## src/rtl/imc_pkg.sv

```systemverilog
// ---------------------------------------------------------------------------
// imc_pkg
// Shared definitions for the in-memory-compute result path.
//   state_t            : collector FSM states (IDLE, COLLECT, DRAIN)
//   ARRAY_SIZE         : number of array columns / accumulator entries
//   ARRAY_DEPTH        : column index width (2**ARRAY_DEPTH == ARRAY_SIZE)
//   ADC_BITS           : width of one ADC conversion
//   ACC_WIDTH          : per-column accumulator width
//   DATA_WIDTH         : readback word width (matches the instruction size)
//   RD_TAG_MSB/LSB     : bit range of the column tag inside a readback word
// ---------------------------------------------------------------------------
package imc_pkg;

    typedef enum logic [1:0] {
        IDLE    = 2'd0,
        COLLECT = 2'd1,
        DRAIN   = 2'd2
    } state_t;

    localparam int ARRAY_SIZE  = 16;
    localparam int ARRAY_DEPTH = 4;
    localparam int ADC_BITS    = 4;
    localparam int ACC_WIDTH   = 12;
    localparam int DATA_WIDTH  = 32;

    localparam int RD_TAG_MSB  = 31;
    localparam int RD_TAG_LSB  = 28;

endpackage

```

## src/rtl/adc_result_collector_acc_sat_add.sv

```systemverilog
// ---------------------------------------------------------------------------
// acc_sat_add
// Combinational saturating adder: accumulator value plus one unsigned ADC
// conversion. The result clamps to all-ones when the true sum does not fit.
//   i_acc      : current accumulator value (ACC_WIDTH bits)
//   i_add      : ADC conversion to add (ADC_BITS bits, unsigned)
//   o_sum      : saturated sum (ACC_WIDTH bits)
//   o_overflow : high when the sum was clamped
// ---------------------------------------------------------------------------
module acc_sat_add #(
    parameter int ACC_WIDTH = imc_pkg::ACC_WIDTH,
    parameter int ADC_BITS  = imc_pkg::ADC_BITS
) (
    input  logic [ACC_WIDTH-1:0] i_acc,
    input  logic [ADC_BITS-1:0]  i_add,
    output logic [ACC_WIDTH-1:0] o_sum,
    output logic                 o_overflow
);

    logic [ACC_WIDTH:0] w_wideSum;

    // One extra bit of headroom catches the carry out; a set carry means the
    // sum exceeded the accumulator range and the output is pinned at max.
    always_comb begin
        w_wideSum  = {1'b0, i_acc} + (ACC_WIDTH + 1)'(i_add);
        o_overflow = w_wideSum[ACC_WIDTH];
        o_sum      = o_overflow ? '1 : w_wideSum[ACC_WIDTH-1:0];
    end

endmodule

```

## src/rtl/adc_result_collector.sv

```systemverilog
// ---------------------------------------------------------------------------
// adc_result_collector
// Captures one ADC sample per column over an inclusive column sweep, stores
// it per column (overwrite or saturating accumulate), then drains the stored
// values as tagged words over a valid/ready port.
//   clk, rst            : clock, asynchronous active-low reset
//   i_mac_start         : one-cycle pulse starting a collection
//   i_col_start/end     : inclusive column range of the sweep
//   i_accumulate        : 1 = add to stored value, 0 = overwrite
//   i_clear_acc         : zero all accumulators and sticky flags (IDLE only)
//   i_adc_valid/data    : one ADC conversion per valid cycle
//   o_busy              : high in COLLECT or DRAIN
//   o_done              : one-cycle pulse after last word or on range error
//   o_range_err         : sticky, start column above end column
//   o_overflow          : sticky, an accumulation saturated
//   o_rd_valid/data     : readback word {tag[31:28], 0..., acc value}
//   i_rd_ready          : consumer accepts the current word
// ---------------------------------------------------------------------------
module adc_result_collector #(
    parameter int ARRAY_SIZE  = imc_pkg::ARRAY_SIZE,
    parameter int ARRAY_DEPTH = imc_pkg::ARRAY_DEPTH,
    parameter int ADC_BITS    = imc_pkg::ADC_BITS,
    parameter int ACC_WIDTH   = imc_pkg::ACC_WIDTH,
    parameter int DATA_WIDTH  = imc_pkg::DATA_WIDTH
) (
    input  logic                   clk,
    input  logic                   rst,
    input  logic                   i_mac_start,
    input  logic [ARRAY_DEPTH-1:0] i_col_start,
    input  logic [ARRAY_DEPTH-1:0] i_col_end,
    input  logic                   i_accumulate,
    input  logic                   i_clear_acc,
    input  logic                   i_adc_valid,
    input  logic [ADC_BITS-1:0]    i_adc_data,
    output logic                   o_busy,
    output logic                   o_done,
    output logic                   o_range_err,
    output logic                   o_overflow,
    output logic                   o_rd_valid,
    output logic [DATA_WIDTH-1:0]  o_rd_data,
    input  logic                   i_rd_ready
);

    import imc_pkg::*;

    localparam int TagWidth = RD_TAG_MSB - RD_TAG_LSB + 1;

    state_t                 r_state;
    state_t                 w_nextState;
    logic [ARRAY_DEPTH-1:0] r_startCol;
    logic [ARRAY_DEPTH-1:0] r_endCol;
    logic [ARRAY_DEPTH-1:0] r_curCol;
    logic [ARRAY_DEPTH-1:0] r_rdPtr;
    logic                   r_accumulate;
    logic                   r_done;
    logic                   r_rangeErr;
    logic                   r_overflow;
    logic [ACC_WIDTH-1:0]   r_acc [ARRAY_SIZE];

    logic                   w_startOk;
    logic                   w_lastSample;
    logic                   w_lastWord;
    logic [ACC_WIDTH-1:0]   w_satSum;
    logic                   w_satOvf;

    assign w_startOk    = (i_col_start <= i_col_end);
    assign w_lastSample = (r_state == COLLECT) && i_adc_valid && (r_curCol == r_endCol);
    assign w_lastWord   = (r_state == DRAIN) && i_rd_ready && (r_rdPtr == r_endCol);

    acc_sat_add #(
        .ACC_WIDTH (ACC_WIDTH),
        .ADC_BITS  (ADC_BITS)
    ) u_satAdd (
        .i_acc      (r_acc[r_curCol]),
        .i_add      (i_adc_data),
        .o_sum      (w_satSum),
        .o_overflow (w_satOvf)
    );

    // State register; reset drops straight to IDLE so an interrupted sweep
    // never produces a done pulse.
    always_ff @(posedge clk or negedge rst) begin
        if (!rst) begin
            r_state <= IDLE;
        end else begin
            r_state <= w_nextState;
        end
    end

    // Next-state and output decode. rd_valid is simply "in DRAIN", which
    // gives the one-cycle gap after the last sample, and rd_data is a pure
    // function of registered state so it cannot move while a word is stalled.
    always_comb begin
        w_nextState = r_state;
        o_busy      = 1'b0;
        o_rd_valid  = 1'b0;
        o_rd_data   = '0;
        unique case (r_state)
            IDLE: begin
                if (i_mac_start && w_startOk) begin
                    w_nextState = COLLECT;
                end
            end
            COLLECT: begin
                o_busy = 1'b1;
                if (w_lastSample) begin
                    w_nextState = DRAIN;
                end
            end
            DRAIN: begin
                o_busy                          = 1'b1;
                o_rd_valid                      = 1'b1;
                o_rd_data[ACC_WIDTH-1:0]        = r_acc[r_rdPtr];
                o_rd_data[RD_TAG_MSB:RD_TAG_LSB] = TagWidth'(r_rdPtr);
                if (w_lastWord) begin
                    w_nextState = IDLE;
                end
            end
            default: begin
                w_nextState = IDLE;
            end
        endcase
    end

    // Datapath: sweep pointers, accumulator file and sticky flags. In IDLE
    // the clear is written before the start/range checks so that a clear and
    // a start in the same cycle behave as "clear, then start".
    always_ff @(posedge clk or negedge rst) begin
        if (!rst) begin
            r_startCol   <= '0;
            r_endCol     <= '0;
            r_curCol     <= '0;
            r_rdPtr      <= '0;
            r_accumulate <= 1'b0;
            r_done       <= 1'b0;
            r_rangeErr   <= 1'b0;
            r_overflow   <= 1'b0;
            for (int i = 0; i < ARRAY_SIZE; i++) begin
                r_acc[i] <= '0;
            end
        end else begin
            r_done <= 1'b0;
            unique case (r_state)
                IDLE: begin
                    if (i_clear_acc) begin
                        r_rangeErr <= 1'b0;
                        r_overflow <= 1'b0;
                        for (int i = 0; i < ARRAY_SIZE; i++) begin
                            r_acc[i] <= '0;
                        end
                    end
                    if (i_mac_start) begin
                        if (w_startOk) begin
                            r_startCol   <= i_col_start;
                            r_endCol     <= i_col_end;
                            r_curCol     <= i_col_start;
                            r_accumulate <= i_accumulate;
                        end else begin
                            r_rangeErr <= 1'b1;
                            r_done     <= 1'b1;
                        end
                    end
                end
                COLLECT: begin
                    if (i_adc_valid) begin
                        r_acc[r_curCol] <= r_accumulate ? w_satSum : ACC_WIDTH'(i_adc_data);
                        if (r_accumulate && w_satOvf) begin
                            r_overflow <= 1'b1;
                        end
                        if (r_curCol == r_endCol) begin
                            r_rdPtr <= r_startCol;
                        end else begin
                            r_curCol <= r_curCol + 1'b1;
                        end
                    end
                end
                DRAIN: begin
                    if (i_rd_ready) begin
                        if (r_rdPtr == r_endCol) begin
                            r_done <= 1'b1;
                        end else begin
                            r_rdPtr <= r_rdPtr + 1'b1;
                        end
                    end
                end
                default: begin
                end
            endcase
        end
    end

    assign o_done      = r_done;
    assign o_range_err = r_rangeErr;
    assign o_overflow  = r_overflow;

endmodule

```

## config.mk

```make
export PLATFORM = sky130hd
export DESIGN_NAME = adc_result_collector
export DESIGN_NICKNAME = d
export VERILOG_FILES = /design/src/rtl/imc_pkg.sv /design/src/rtl/adc_result_collector_acc_sat_add.sv /design/src/rtl/adc_result_collector.sv
export SDC_FILE = /design/constraint.sdc
export NUM_CORES = 1
export LEC_CHECK = 0
export ABC_AREA = 0
export CORE_ASPECT_RATIO = 0.75
export CORE_UTILIZATION = 40
export DETAILED_ROUTE_END_ITERATION = 16
export GPL_TIMING_DRIVEN = 0
export HOLD_SLACK_MARGIN = 0.06
export PLACE_DENSITY_LB_ADDON = 0.25
export SLEW_MARGIN = 30
export SYNTH_ARGS = -nofsm -noshare
export SYNTH_HDL_FRONTEND = slang
export SYNTH_SLANG_ARGS = --single-unit
```

## constraint.sdc

```tcl
create_clock -name clk -period 8.7 [get_ports clk]
set_input_delay 1.74 -clock clk [delete_from_list [all_inputs] [get_ports clk]]
set_output_delay 1.74 -clock clk [all_outputs]
set_load 0.02 [all_outputs]
```

==> metrics.txt, run 1 <==
leakage=0.00563 uW; final setup fails=0; Seq. cell area=5360 um2; Top cell by count, worst path=buf_2; number of placed cells counting well taps=1466; leading area contributor after synthesis=dfrtp_1; Synth area leaders=dfrtp_1, mux4_2, nand2_1; Post-Syn Area=11800 um2; synthesis-to-layout area growth=15.9%; router iterations before antenna repair=5; Tot Pwr=3940 uW; Slew Limit Fails=0; hold_ws=0.496 ns; Clock Skew=0.0258 ns; dpl hpwl=27.7 mm; max frequency=166 MHz; Yosys reg bits=214; area fraction of the dominant cell type after synthesis=0.452; post-route clock period utilization=0.694; total number of vias=9102; core area=29100 um2; Cell Pwr Density=287 nW/um2; chip height=151 um; Rows=54; CP Launch Point=r_curCol[1]; area occupied by multi-input gates=6010 um2; Layout Nets=1136; yosys warns=0; max cap viols=0; Final Hold Vio Count=0; Sink Count=214; Final ANT Viol Nets=0; die area=30300 um2; asr flop ratio synth=1.00; RR Endpoint=r_acc[188]; RSZ-0062 raised after global routing=no; routability congestion estimate=0.897; CTS clock-pin slew for the worst setup and hold paths=0.06 ns; Startpoint Class=register; worst path cell trace=buf_4 > buf_2 > buf_2 > buf_1 > buf_2 > mux4_2 > mux4_2 > ha_1 > fa_1 > a21oi_1 > o21bai_1 > and2_4 > nand4_1 > mux2i_1 > buf_4 > o21ai_1; Clock Latency Late Sink=0.54 ns; Layout fillers=2637; drt drc=0; Root Driver=clkbuf_16; port bufs=39; Tot GR Track Use=0.248; status=complete, no violations; Worst Tran Pin Value=0.931 ns; wire per inst=24.3 um; clk buf depth=3; WP data arrival=6.44 ns; critical path endpoint=r_acc[188]; commonest non-fill, non-tap cell in the layout=dfrtp_1; share of cells above drive strength 1=0.199; Crit Path Category=register to register; first-pass GRT wire length=56.4 mm; worst min path class=register to register; path depth of the worst reg2reg path=16; Tmin final=6.04 ns; r2r setup slk=2.66 ns; most frequent cells in the layout=dfrtp_1, nand2_1, o21ai_1, mux4_2, clkbuf_1; # IOs=56; CP max stage delay=0.72 ns; synth unique cells=52; cts bufs inserted=24; VDD IR max=0.131 mV; Total Wirelength=36.7 mm; slowest cell on the critical path=mux2i_1; drt first-iter violations=1014; syn_area_per_cell=11.7 um2; CTS tree=built; register area share after synthesis=0.452; R2R Path Start=r_curCol[1]; EDFF count, synth=0; Post-CTS Setup Bufs=0; depth of the CTS H-tree=1; via/cell ratio=6.03; worst endpoint required time=9.10 ns; # diodes=0; post_cts resized=0; Cells after Synth=1016; normalized max-slew margin=0.380; fin cells=1510; Hold-fix buffers, CTS=0; largest net degree at the start of global routing=74; initial core utilization=0.407; Die X=201 um; total grt overflow=0; vias in the first global route=8861; initial antenna violation count=0; Setup crit end kind=register; CP max FO=10; Post-synth top flop=dfrtp_1
state kept, by name, indices dropped and copies added (netlist names):
name          count
r_curCol          4
r_acc           192
o_done            1
r_rdPtr           4
r_endCol          4
r_accumulate      1
o_range_err       1
r_state           2
o_overflow        1
r_startCol        4
how the worst min path moves through the flow:
stage | endpoint | start | slack, ns | cells past startpoint
2_1_floorplan | r_startCol[0] | r_startCol[0] | 0.45 | 2
5_1_grt | r_acc[109] | r_acc[109] | 0.52 | 1
4_1_cts | o_range_err | o_range_err | 0.50 | 2
3_3_place_gp | r_acc[114] | r_acc[114] | 0.48 | 2
6_report | o_range_err | o_range_err | 0.50 | 2
3_5_place_dp | o_range_err | o_range_err | 0.48 | 2
final cells by class:
| type | instances | share of cell area |
|---|---|---|
| plain buffers | 92 | 0.0352 |
| clock buffers | 33 | 0.0499 |
| clock inverters | 11 | 0.0115 |
| inverters | 16 | 0.00437 |
| multi-input cells | 709 | 0.438 |
| flip-flops and latches | 214 | 0.390 |
| well taps | 392 | 0.0357 |
| repair buffers | 43 | 0.0356 |
critical path: cells and delay by family, from the launching register on:
kind            cells  cell delay [ns]
compound gates      3             0.37
fa+ha+maj           2             0.68
buf+inv             6             2.51
flops               1             0.40
mux                 3             1.66
simple gates        2             0.26
per-stage QoR:
| step | instance area [um2] | worst slack, ns | TNS (ns) | utilization |
|---|---|---|---|---|
| final | 13700 | 2.66 | 0 | 0.472 |
| after global routing | 13700 | 2.54 | 0 | 0.472 |
| after CTS | 13700 | 2.79 | 0 | 0.471 |
| after detailed placement | 12900 | 2.81 | 0 | 0.443 |
| after global placement | 12800 | -3.48 | -738.95 | 0.439 |
| after floorplan | 11900 | 4.37 | 0 | - |
routing by layer:
| layer | routed length, um | track usage | up-vias |
|---|---|---|---|
| li1 | - | - | 3936 |
| met1 | 16600 | 0.383 | 4696 |
| met2 | 15400 | 0.348 | 427 |
| met3 | 4210 | 0.0678 | 41 |
| met4 | 463 | 0.0454 | 2 |
| met5 | 30 | 0.0114 | - |
Yosys cell counts, types with 2 or more instances:
| cell | instances |
|---|---|
| a21o_1 | 2 |
| a21oi_1 | 15 |
| a221oi_1 | 2 |
| a22o_1 | 44 |
| a22oi_1 | 13 |
| a31oi_1 | 5 |
| a32o_1 | 20 |
| and2_1 | 18 |
| and3_1 | 2 |
| and4_1 | 2 |
| buf_1 | 8 |
| buf_2 | 14 |
| buf_4 | 21 |
| buf_6 | 5 |
| clkbuf_1 | 44 |
| dfrtp_1 | 214 |
| ha_1 | 16 |
| inv_1 | 15 |
| mux2_2 | 7 |
| mux2i_1 | 4 |
| mux4_2 | 113 |
| nand2_1 | 185 |
| nand2b_1 | 5 |
| nand3_1 | 12 |
| nand4_1 | 8 |
| nor2_1 | 28 |
| nor2_2 | 3 |
| nor2b_1 | 3 |
| nor3_1 | 2 |
| nor4_1 | 3 |
| o21a_1 | 2 |
| o21ai_0 | 11 |
| o21ai_1 | 128 |
| o21bai_1 | 2 |
| o22a_1 | 3 |
| o22a_4 | 4 |
| o31ai_1 | 6 |
| or2_2 | 2 |
| xnor2_1 | 8 |
| xor2_1 | 5 |
logic make-up after synthesis:
group / Yosys count / share of synthesized area
adders and majority gates: 17 / 0.0186
DFF: 214 / 0.452
AOI/OAI and AO/OA: 261 / 0.145
other: 1 / 0.000317
xor gates and xnor gates: 13 / 0.00961
and+or+nand+nor: 277 / 0.102
buffers and inverters: 108 / 0.0455
muxes: 125 / 0.227
power breakdown:
| part | internal (uW) | switching [uW] | total [uW] |
|---|---|---|---|
| logic | 594 | 1060 | 1650 |
| registers | 1100 | 88.4 | 1190 |
| clock network | 669 | 431 | 1100 |
No activity file was read; power rests on OpenSTA's default activity.
==> run 2, diff against run 1 <==
==> constraint.sdc (replaced) <==
create_clock -name clk -period 5.62 [get_ports clk]
set_input_delay 1.124 -clock clk [delete_from_list [all_inputs] [get_ports clk]]
set_output_delay 1.124 -clock clk [all_outputs]
set_load 0.02 [all_outputs]
==> run 2 against run 1 <==
  * Critical path type unchanged
  * Clock-buffer cell count did not move
  * Sequential share of layout area barely moved
  * Power rose by 55%
  * First-iteration DRC count fell by 0.99%
  * Flip-flop and latch count did not move
==> metrics.txt, run 2 (synthesis results as in run 1) <==
Crit Path Category=register to register (unchanged); CP max FO=19 (was 10); Area after DPL=12900 um2 (unchanged); largest net degree at the start of global routing=74 (unchanged); # IOs=56 (unchanged); minimum setup slack after placement=-0.268 ns (was 2.81 ns); VDD IR max=0.205 mV (was 0.131 mV); design area=13700 um2 (about the same); initial core utilization=0.407 (unchanged); cts bufs inserted=24 (unchanged); Top delay family on crit path=buffers and inverters (unchanged); Slew Limit Fails=0 (unchanged); Post-CTS Setup Bufs=0 (unchanged); Top cell by count, worst path=buf_2 (unchanged); vias in the first global route=8856 (was 8861); via/cell ratio=6.04 (was 6.03); Hold-fix buffers, CTS=0 (unchanged); Startpoint Class=register (unchanged); total number of vias=9104 (was 9102); Tot GR Track Use=0.248 (about the same); RSZ-0062 raised after global routing=no (unchanged); synthesis-to-layout area growth=15.9% (about the same); Layout Nets=1134 (was 1136); max frequency=187 MHz (was 166 MHz); final setup fails=0 (unchanged); Clock Skew=0.0235 ns (was 0.0258 ns); Critical Path Stages=15 (was 16); max cap viols=0 (unchanged); depth of the CTS H-tree=1 (unchanged); worst path cell trace=buf_4 > buf_2 > buf_2 > buf_2 > mux4_2 > mux4_2 > ha_1 > a21o_1 > a21oi_1 > o21bai_1 > and2_1 > nand4_1 > mux2i_4 > buf_2 > o21ai_1 (was buf_4 > buf_2 > buf_2 > buf_1 > buf_2 > mux4_2 > mux4_2 > ha_1 > fa_1 > a21oi_1 > o21bai_1 > and2_4 > nand4_1 > mux2i_1 > buf_4 > o21ai_1); worst endpoint required time=6.02 ns (was 9.10 ns); router iterations before antenna repair=5 (unchanged); M3 GR Usage=0.0663 (was 0.0678); clk buf depth=3 (unchanged); total grt overflow=0 (unchanged); R2R Path Start=r_curCol[1] (unchanged); drt drc=0 (unchanged); Biggest register=r_acc (unchanged); first-pass GRT wire length=56.3 mm (was 56.4 mm); drt first-iter violations=1004 (was 1014); port bufs=39 (unchanged); CP Buf/Inv Count=5 (was 6); initial antenna violation count=0 (unchanged); die area=30300 um2 (unchanged); Tmin final=5.33 ns (was 6.04 ns); Sink Count=214 (unchanged); post-route clock period utilization=0.949 (was 0.694); WP data arrival=5.73 ns (was 6.44 ns); M1 GR Usage=0.383 (about the same); CTS tree=built (unchanged); commonest non-fill, non-tap cell in the layout=dfrtp_1 (unchanged); status=complete, no violations (unchanged); Core Util, Final=0.471 (was 0.472); Worst Tran Pin Value=0.947 ns (was 0.931 ns); wire per inst=24.3 um (about the same); worst min path class=input port to async pin (was register to register); CTS clock-pin slew for the worst setup and hold paths=0.06 ns (about the same); CP max stage delay=0.60 ns (was 0.72 ns); fin worst setup slack=0.287 ns (was 2.66 ns); Final Hold Vio Count=0 (unchanged); Layout fillers=2635 (was 2637); Rows=54 (unchanged); Clock Latency Late Sink=0.54 ns (about the same); GRT met2 Usage=0.348 (about the same); Final ANT Viol Nets=0 (unchanged); routability congestion estimate=0.897 (unchanged); dpl hpwl=27.7 mm (unchanged); leakage=0.00562 uW (was 0.00563 uW); Root Driver=clkbuf_16 (unchanged); Total Neg Setup Slack=0 ns (unchanged); Largest register FFs=192 (unchanged); slowest cell on the critical path=buf_2 (was mux2i_1); share of cells above drive strength 1=0.199 (about the same); # diodes=0 (unchanged); RR Endpoint=r_acc[191] (was r_acc[188]); r2r setup slk=0.29 ns (was 2.66 ns); chip height=151 um (unchanged); GR peak layer=met1 (unchanged); core area=29100 um2 (unchanged); path depth of the worst reg2reg path=15 (was 16); hold_ws=0.459 ns (was 0.496 ns); Die X=201 um (unchanged); Setup crit end kind=register (unchanged); Cell Pwr Density=444 nW/um2 (was 287 nW/um2); Total Wirelength=36.6 mm (was 36.7 mm); most frequent cells in the layout=dfrtp_1, nand2_1, o21ai_1, mux4_2, clkbuf_1 (unchanged); normalized max-slew margin=0.369 (was 0.380)
[run 2: cell types whose count changed in the layout (fill, tap and decap cells not counted), sizes merged]
| cell | previous run | this run |
|---|---|---|
| buf | 52 | 50 |
[run 2: cell type report]
| type | count | area [um2] | area share |
|---|---|---|---|
| tap | 392 | 490 | 0.0357 |
| multi-input combinational | 709 | 6010 | 0.438 |
| buffer | 90 | 474 | 0.0345 |
| sequential | 214 | 5360 | 0.390 |
| clock buffer | 33 | 686 | 0.0500 |
| inverter | 16 | 60.1 | 0.00438 |
| clock inverter | 11 | 158 | 0.0115 |
| timing repair buffer | 43 | 489 | 0.0356 |
[run 2: how the worst max path moves through the flow]
stage,from,endpoint,slack [ns]
6_report,r_curCol[1],r_acc[191],0.29
5_1_grt,r_curCol[1],r_acc[191],0.14
4_1_cts,r_curCol[0],r_acc[188],0.11
3_5_place_dp,r_curCol[1],r_acc[32],-0.27
3_3_place_gp,rst,r_acc[139],-5.95
2_1_floorplan,r_curCol[0],r_acc[8],1.29
[run 2: per-layer routing]
| metal | part of all wire | vias to the layer above |
|---|---|---|
| met5 | 0 | - |
| met4 | 0.014 | 0 |
| met3 | 0.11 | 41 |
| met2 | 0.42 | 428 |
| met1 | 0.46 | 4699 |
| li1 | - | 3936 |
[run 2: timing repair]
action	CTS	global route
hold endpoints to repair	0	0
resized for setup	1	0
setup endpoints to repair	46	50
[run 2: stage by stage]
step | std cells | total power [uW]
6_report | 1508 | 6100
2_1_floorplan | 1031 | 3550
3_5_place_dp | 1466 | 4380
5_1_grt | 1508 | 6360
3_3_place_gp | 1462 | 4330
4_1_cts | 1509 | 6080
[run 2: power by group]
group | leakage [uW] | internal [uW] | switching [uW]
Combinational | 0.00225 | 916 | 1630
Sequential | 0.00295 | 1700 | 137
Clock | 0.000416 | 1040 | 672
Total | 0.00562 | 3660 | 2440
==> run 3, diff against run 2 <==
--- a/config.mk
+++ b/config.mk
@@ -8,11 +8,13 @@
 export ABC_AREA = 0
 export CORE_ASPECT_RATIO = 0.75
 export CORE_UTILIZATION = 40
+export CTS_CLUSTER_DIAMETER = 80
 export DETAILED_ROUTE_END_ITERATION = 16
 export GPL_TIMING_DRIVEN = 0
 export HOLD_SLACK_MARGIN = 0.06
 export PLACE_DENSITY_LB_ADDON = 0.25
-export SLEW_MARGIN = 30
+export SETUP_SLACK_MARGIN = 0.15
+export SLEW_MARGIN = 20
 export SYNTH_ARGS = -nofsm -noshare
 export SYNTH_HDL_FRONTEND = slang
 export SYNTH_SLANG_ARGS = --single-unit
==> run 3 against run 2 <==
  * Sequential power is essentially flat
  * Maximum frequency shrank 0.50%
  * Die area is the same
  * Power shrank 3.4%
  * Global-route usage shrank 0.26 points
  * Flip-flop and latch count is the same
  * Clock skew shrank 0.0043 ns
  * Critical endpoint is now r_acc[179]
  * Largest cell class unchanged
  * Largest power group unchanged
  * Highest routed layer unchanged
==> metrics.txt, run 3 (synthesis results as in run 1) <==
first-pass GRT wire length=55.8 mm (was 56.3 mm); RSZ-0062 raised after global routing=no (unchanged); Final ANT Viol Nets=0 (unchanged); normalized max-slew margin=0.377 (was 0.369); dpl hpwl=27.5 mm (was 27.7 mm); Root Driver=clkbuf_16 (unchanged); chip height=151 um (unchanged); status=complete, no violations (unchanged); Startpoint Class=register (unchanged); WP data arrival=5.74 ns (was 5.73 ns); Tmin final=5.36 ns (was 5.33 ns); number of placed cells counting well taps=1464 (was 1466); die area=30300 um2 (unchanged); Seq. cell area=5360 um2 (unchanged); post-route clock period utilization=0.954 (was 0.949); Setup crit end kind=register (unchanged); via/cell ratio=6.09 (was 6.04); Clock Skew=0.0192 ns (was 0.0235 ns); wire per inst=24.2 um (was 24.3 um); drt first-iter violations=1008 (was 1004); cts bufs inserted=24 (unchanged); port bufs=39 (unchanged); clk buf depth=3 (unchanged); CTS tree=built (unchanged); Largest register FFs=192 (unchanged); share of cells above drive strength 1=0.195 (was 0.199); Core Util, Final=0.467 (was 0.471); Layout Nets=1132 (was 1134); fin cells=1506 (was 1508); area occupied by multi-input gates=6020 um2 (was 6010 um2); worst endpoint required time=6.00 ns (was 6.02 ns); Total Neg Setup Slack=0 ns (unchanged); most frequent cells in the layout=dfrtp_1, nand2_1, o21ai_1, mux4_2, clkbuf_1 (unchanged); Crit Path Category=register to register (unchanged); Rows=54 (unchanged); drt drc=0 (unchanged); Total Wirelength=36.4 mm (was 36.6 mm); Biggest register=r_acc (unchanged); # diodes=0 (unchanged); Worst Tran Pin Value=0.934 ns (was 0.947 ns); max frequency=187 MHz (about the same); total grt overflow=0 (unchanged); CTS clock-pin slew for the worst setup and hold paths=0.06 ns (about the same); max cap viols=0 (unchanged); Slew Limit Fails=0 (unchanged); # IOs=56 (unchanged); routability congestion estimate=0.897 (unchanged); vias in the first global route=8786 (was 8856); CP max FO=19 (unchanged); initial antenna violation count=0 (unchanged); router iterations before antenna repair=5 (unchanged); Clock Latency Late Sink=0.53 ns (was 0.54 ns); commonest non-fill, non-tap cell in the layout=dfrtp_1 (unchanged); Layout fillers=2670 (was 2635); Top cell by count, worst path=buf_2 (unchanged); Sink Count=214 (unchanged); total number of vias=9165 (was 9104); core area=29100 um2 (unchanged); Cell Pwr Density=433 nW/um2 (was 444 nW/um2); final setup fails=0 (unchanged); Die X=201 um (unchanged); depth of the CTS H-tree=1 (unchanged); slowest cell on the critical path=buf_2 (unchanged); synthesis-to-layout area growth=14.8% (was 15.9%); Final Hold Vio Count=0 (unchanged); Tot GR Track Use=0.245 (was 0.248); initial core utilization=0.407 (unchanged); Post-CTS Setup Bufs=0 (unchanged); worst min path class=input port to async pin (unchanged); worst path cell trace=buf_4 > buf_2 > buf_2 > buf_2 > mux4_2 > mux4_2 > ha_1 > a21o_1 > a21oi_1 > o21bai_1 > and2_1 > nand4_1 > mux2i_4 > buf_2 > o21ai_1 (unchanged); VDD IR max=0.216 mV (was 0.205 mV); CP max stage delay=0.60 ns (about the same); largest net degree at the start of global routing=93 (was 74); leakage=0.00555 uW (was 0.00562 uW)
-- run 3: changes by cell type in the layout (fill, tap and decap cells not counted), sizes merged --
cell	change
buf	-3
bufinv	-4
clkbuf	+3
clkinv	+1
clkinvlp	+1
-- run 3: cell type report --
class / instances / share of cell area
plain buffers: 90 / 0.0350
clock buffers: 35 / 0.0510
clock inverters: 9 / 0.00396
inverters: 16 / 0.00442
multi-input cells: 709 / 0.443
flip-flops and latches: 214 / 0.394
well taps: 392 / 0.0361
repair buffers: 41 / 0.0331
-- run 3: critical path, delay by kind of cell, from the launching register on --
kind,cells,cell delay (ns)
buffers and inverters,5,1.98
multiplexers,3,1.47
AO/OA/AOI/OAI,4,0.61
flip-flops,1,0.41
AND/OR/NAND/NOR,2,0.39
adder cells (fa/ha/maj),1,0.31
-- run 3: metrics by stage --
stage	hold WS (ns)	power, uW	setup WS [ns]	instance area, um2
global route	0.486	6150	0.171	13600
detailed placement	0.488	4360	-0.241	12800
floorplan	0.451	3550	1.29	11900
finish	0.472	5890	0.260	13600
CTS	0.474	5880	0.226	13600
global placement	0.479	4330	-5.95	12800
-- run 3: power by group --
group | internal, uW | switching [uW] | total, uW
sequential | 1700 | 137 | 1840
clock | 857 | 665 | 1520
combinational | 910 | 1620 | 2530
-- run 3: path summary, 6_finish.rpt --
kind / start / slack [ns] / to / cells past startpoint
worst max-delay path: r_curCol[1] / 0.26 / r_acc[179] / 15
worst min-delay path: rst / 0.47 / r_acc[1] / 1
worst max register to register: r_curCol[1] / 0.26 / r_acc[179] / 15
worst min register to register: o_range_err / 0.49 / o_range_err / 2
max in group asynchronous: rst / 3.94 / r_acc[139] / 3
min in group clk: o_range_err / 0.49 / o_range_err / 2
-- run 3: metal layers --
layer	vias to the layer above	track usage	part of all wire	wire length [um]
li1	3942	-	-	-
met1	4691	0.386	0.46	16900
met2	495	0.343	0.41	15100
met3	37	0.0577	0.11	3930
met4	0	0.0435	0.013	475
met5	-	0	0	0
-- run 3: timing repair --
item                       in CTS  in global routing
resized for setup               2                  1
hold buffers                    0                  0
setup endpoints to repair     126                 60
